==> src/rtl/timer_arbiter_bdeduffy.sv <==
// Two-requester round-robin arbiter for a single shared interval counter.
// Each grant latches a terminal count, runs count 0..tc (pausable, abortable) and pulses done.
module timer_arbiter_bdeduffy #(
    parameter int CNTW = 9
) (
    input  logic            clk_i,
    input  logic            clear_n_i,
    input  logic [1:0]      req_i,
    input  logic [CNTW-1:0] len0_i,
    input  logic [CNTW-1:0] len1_i,
    input  logic            hold_i,
    input  logic            abort_i,
    output logic [1:0]      gnt_o,
    output logic            busy_o,
    output logic [1:0]      done_o,
    output logic [CNTW-1:0] count_o
);

    typedef enum logic [1:0] {
        IDLE,
        LOAD,
        RUN,
        DONE
    } state_e;

    localparam logic [CNTW-1:0] CntOne = {{(CNTW-1){1'b0}}, 1'b1};

    state_e          state_q;
    logic [1:0]      gnt_q;
    logic [1:0]      done_q;
    logic            busy_q;
    logic [CNTW-1:0] count_q;
    logic [CNTW-1:0] tc_q;
    logic            winner_q;
    logic            last_q;

    logic            winner_d;
    logic [CNTW-1:0] tc_d;

    // On a tie the requester that was not served last wins; otherwise the lone requester wins.
    always_comb begin
        winner_d = req_i[1];
        if (req_i == 2'b11) begin
            winner_d = ~last_q;
        end
        tc_d = winner_d ? len1_i : len0_i;
    end

    always_ff @(posedge clk_i or negedge clear_n_i) begin
        if (!clear_n_i) begin
            state_q  <= IDLE;
            gnt_q    <= 2'b00;
            done_q   <= 2'b00;
            busy_q   <= 1'b0;
            count_q  <= '0;
            tc_q     <= '0;
            winner_q <= 1'b0;
            last_q   <= 1'b1;
        end else begin
            done_q <= 2'b00;
            case (state_q)
                IDLE: begin
                    if (req_i != 2'b00) begin
                        state_q  <= LOAD;
                        winner_q <= winner_d;
                        gnt_q    <= winner_d ? 2'b10 : 2'b01;
                        busy_q   <= 1'b1;
                        tc_q     <= tc_d;
                        count_q  <= '0;
                    end
                end
                LOAD: begin
                    if (abort_i) begin
                        state_q <= IDLE;
                        gnt_q   <= 2'b00;
                        busy_q  <= 1'b0;
                        last_q  <= winner_q;
                    end else begin
                        state_q <= RUN;
                    end
                end
                RUN: begin
                    // Abort outranks hold and the terminal compare; the compare precedes the increment so count never wraps.
                    if (abort_i) begin
                        state_q <= IDLE;
                        gnt_q   <= 2'b00;
                        busy_q  <= 1'b0;
                        last_q  <= winner_q;
                    end else if (!hold_i) begin
                        if (count_q == tc_q) begin
                            state_q <= DONE;
                            done_q  <= gnt_q;
                            last_q  <= winner_q;
                        end else begin
                            count_q <= count_q + CntOne;
                        end
                    end
                end
                DONE: begin
                    state_q <= IDLE;
                    gnt_q   <= 2'b00;
                    busy_q  <= 1'b0;
                end
                default: begin
                    state_q <= IDLE;
                    gnt_q   <= 2'b00;
                    busy_q  <= 1'b0;
                end
            endcase
        end
    end

    assign gnt_o   = gnt_q;
    assign busy_o  = busy_q;
    assign done_o  = done_q;
    assign count_o = count_q;

endmodule

==> config.mk <==
export PLATFORM = sky130hd
export DESIGN_NAME = timer_arbiter_bdeduffy
export DESIGN_NICKNAME = d
export VERILOG_FILES = /design/src/rtl/timer_arbiter_bdeduffy.sv
export SDC_FILE = /design/constraint.sdc
export NUM_CORES = 1
export LEC_CHECK = 0
export CAP_MARGIN = 20
export CORE_MARGIN = 10
export CORE_UTILIZATION = 35
export DETAILED_ROUTE_END_ITERATION = 6
export HOLD_SLACK_MARGIN = 0.05
export PLACE_DENSITY_LB_ADDON = 0.3
export SLEW_MARGIN = 40
export SYNTH_ARGS = -nofsm -noshare
export SYNTH_HDL_FRONTEND = slang
export SYNTH_SLANG_ARGS = --single-unit
==> constraint.sdc <==
create_clock -name clk_i -period 2.1 [get_ports clk_i]
set_input_delay 0.63 -clock clk_i [delete_from_list [all_inputs] [get_ports clk_i]]
set_output_delay 0.63 -clock clk_i [all_outputs]
set_load 0.01 [all_outputs]
==> summary.txt <==
Timing
  • Final min period: 2.000 ns
  • Hold Vio Cnt, Final: 0
  • Period utilization: between 90% and 100%
  • Final setup vio count: 0
  • Pins over their slew limit: 0
  • Clock Skews: just under 0.002 ns
  • Fmax: between 500 and 600 MHz
  • Worst slew pin tran: 0.4934 ns
  • Unrepaired setup endpoints after global routing: no
  • Max transition margin: around 67%
  • Final worst slack: roughly 0.10 ns

Drt
  • Final wirelength: ~3600 um
  • Routed WL per cell: 14.41 um
  • DRT Pass-1 Iters: 4
  • WL met2: approximately 1700 um
  • Metal3 WL: about 270 um
  • Antenna viol nets, final: 0
  • Uppermost layer routed: met4
  • DR iter-0 viols: 96
  • DRC viols: 0
  • Total vias in the final route: 1283
  • Vias/cell: slightly above 5
  • DRT met1 WL: about 1500 um

Setup path
  • R2r setup slk: between 0.15 and 0.2 ns
  • Reg2Reg Capture Point: count_o[8]$_DFFE_PN0P_
  • WS Path Type: flop to output pin
  • Reg-to-Reg Start: state_q[0]$_DFFE_PN0P_
  • CP Capture Type: output pin
  • Worst Path Arrival: 1.37 ns
  • Critical path peak fanout: 7
  • Worst R2R Path Depth: 7
  • Cells along the critical path: clkdlybuf4s50_1
  • CP bufs+invs: 1
  • CP top delay family: buffers and inverters
  • Startpoint types: flop
  • CP Data Required Time: 1.47 ns
  • Max incr delay on CP: ~0.6 ns
  • Slowest CP cell: clkdlybuf4s50_1

Synth
  • Share of the synthesized area in the top cell type: 44.11%
  • Synth top area cells: dfrtp_1 (44%), mux2i_1 (7.5%), nand2_1 (6.6%)
  • Dominant cell type by area after synthesis: dfrtp_1
  • Synth warnings: 0
  • Post-synth EDFFs: 0
  • Commonest cells post-synth: dfrtp_1 (26), nand2_1 (26), o21ai_0 (15)
  • Avg Inst Size Synth: 9.705 um2
  • Post-Syn Instances: roughly 150
  • Top_reg_cell synth: dfrtp_1
  • Async SR Flop Fraction: between 90% and 100%
  • Syn Nets: 181
  • Synthesis-stage register bit count: 27
  • Post-Syn Area: approximately 1500 um2
  • Distinct cells, synth: 32
  • Sequential element share of the synthesized area: ~46%

Finish
  • Ant diodes: 0
  • Area delta synth->final: 37.74%
  • Share of cells above drive strength 1: approximately 14%
  • Post-Layout Cell Count: between 200 and 300
  • Fill count: approximately 380
  • Nets: approximately 230

Place
  • Routability cong.: a little under 0.9
  • Worst slack at placement: -0.1073 ns
  • Placed Cells: about 250
  • IO Port Bufs: 37
  • HPWL after DPL: ~3000 um

Floorplan
  • Die area: roughly 7200 um2
  • Initial Util: a little over a third
  • Die width: 84.92 um
  • Core ar.: approximately 4000 um2
  • Row cnt: 23
  • Die Y: between 80 and 90 um
  • Ports: 38

CTS
  • Worst-Skew Late Latency: 0.27 ns
  • CTS sink count: 27
  • Hold_buf cts: 0
  • CTS Buf Count: 3
  • Clock buffer depth: 2
  • Root Buffer: clkbuf_8
  • Post-CTS setup buffer count: 0
  • # H-tree levels: 1
  • CTS tree: built
  • Clock transition at path regs: roughly 0.09 ns

Run status
  • Outcome: completed

Power and ir drop
  • Int Pwr: between 1 and 1.5 mW
  • Net load switching power: 0.7426 mW
  • LEAKAGE: 0.8729 nW
  • Clk pwr share: 14.6%
  • VDD IR max: approximately 0.00043 V
  • Net Sw Frac: between 30% and 40%
  • Pwr dens: approximately 990 nW/um2
  • Register share of total power: ~39%
  • Comb power frac: 46.4%

Job
  • Maxcap violations: 0

Hold path
  • Min-Delay Path Depth: 2
  • WHS Endpoint: tc_q[2]$_DFFE_PN0P_
  • Hold wc startpoint: tc_q[2]$_DFFE_PN0P_
  • Hold Path Class: flop to flop

GRT
  • Total GRT Usage: 10.25%
  • Maximum number of pins on one net before global-route repair: 20
  • Vias in the first global route: ~1400
  • Global-route wire length before repair: between 6000 and 7000 um
  • Overflow after GRT: 0
  • Initial antenna violation count: 0
power groups by stage:
stage	combinational, mW	sequential [mW]	clock (mW)
after floorplan	0.627	0.788	0
after global placement	0.906	0.792	0
after detailed placement	0.937	0.802	0
after CTS	0.941	0.790	0.303
after global routing	1.06	0.813	0.323
final	0.935	0.788	0.294
metal layers:
metal	up-vias	global-route usage, %
met5	-	0
met4	0	4.192
met3	8	3.442
met2	44	17.23
met1	600	11.60
li1	631	-
placed cells by master, fill, tap and decap left out, drive strengths merged, types with 2 or more instances in the layout:
| cell | instances |
|---|---|
| nor2 | 8 |
| clkbuf | 3 |
| mux2 | 3 |
| a221o | 2 |
| nand3 | 5 |
| clkdlybuf4s50 | 37 |
| a21oi | 3 |
| mux2i | 11 |
| o22a | 5 |
| and3 | 5 |
| nand2 | 26 |
| dfrtp | 26 |
| xnor2 | 9 |
| ha | 5 |
| nor3 | 7 |
| inv | 7 |
| o21ai | 16 |
| buf | 11 |
| nand4 | 2 |
cell families (layout without fill, tap and decap cells):
group / after synthesis / after routing / share of synthesized area, %
AO/OA/AOI/OAI: 30 / 30 / 13.49
XOR/XNOR: 9 / 9 / 5.344
adder cells (fa/ha/maj): 5 / 5 / 4.241
buffers and inverters: 10 / 59 / 3.138
flip-flops: 27 / 27 / 45.89
multiplexers: 14 / 14 / 9.754
AND/OR/NAND/NOR: 57 / 57 / 18.15
tightest hold or removal path, cell delays in order, from the launching register on:
cell     delay [ns]
dfrtp_1        0.37
nand2_1        0.05
o21ai_0        0.06
how the worst max path moves through the flow:
stage	start	to	depth (start not counted)
floorplan	state_q[0]$_DFFE_PN0P_	count_o[8]$_DFFE_PN0P_	8
CTS	count_o[3]$_DFFE_PN0P_	count_o[3]	1
global placement	abort_i	count_o[8]$_DFFE_PN0P_	6
detailed placement	abort_i	count_o[8]$_DFFE_PN0P_	6
finish	count_o[3]$_DFFE_PN0P_	count_o[3]	1
global route	state_q[0]$_DFFE_PN0P_	count_o[3]$_DFFE_PN0P_	8
state kept, by name, summed over array words and instances (netlist names):
| name | cells |
|---|---|
| count_o | 9 |
| tc_q | 9 |
| done_o | 2 |
| gnt_o | 2 |
| state_q | 2 |
| busy_o | 1 |
| last_q | 1 |
| winner_q | 1 |
metrics by stage:
| step | total power, mW | cell area, um2 | util (%) | TNS [ns] | hold slack [ns] |
|---|---|---|---|---|---|
| detailed placement | 1.739 | 1983 | 49.22 | -0.7007 | 0.4935 |
| global placement | 1.699 | 1983 | 49.22 | -0.4487 | 0.4775 |
| global route | 2.198 | 2032 | 50.43 | 0 | 0.5357 |
| finish | 2.017 | 2032 | 50.43 | 0 | 0.5077 |
| floorplan | 1.415 | 1475 | - | 0 | 0.3344 |
| CTS | 2.034 | 2029 | 50.37 | 0 | 0.5169 |
cell type report:
| class | count | area [um2] | area share (%) |
|---|---|---|---|
| Clock buffer | 3 | 41.29 | 2.032 |
| Clock inverter | 1 | 5.005 | 0.2463 |
| Inverter | 7 | 26.28 | 1.293 |
| Multi-Input combinational cell | 115 | 754.5 | 37.13 |
| Sequential cell | 27 | 676.9 | 33.31 |
| Tap cell | 50 | 62.56 | 3.079 |
| Timing Repair Buffer | 48 | 465.4 | 22.91 |
repair_timing:
| action | 4_1_cts | 5_1_grt |
|---|---|---|
| gates resized for setup | 0 | 1 |
| setup endpoints to repair | 0 | 7 |
| hold endpoints to repair | 0 | 0 |
No activity file was read; power rests on OpenSTA's default activity.
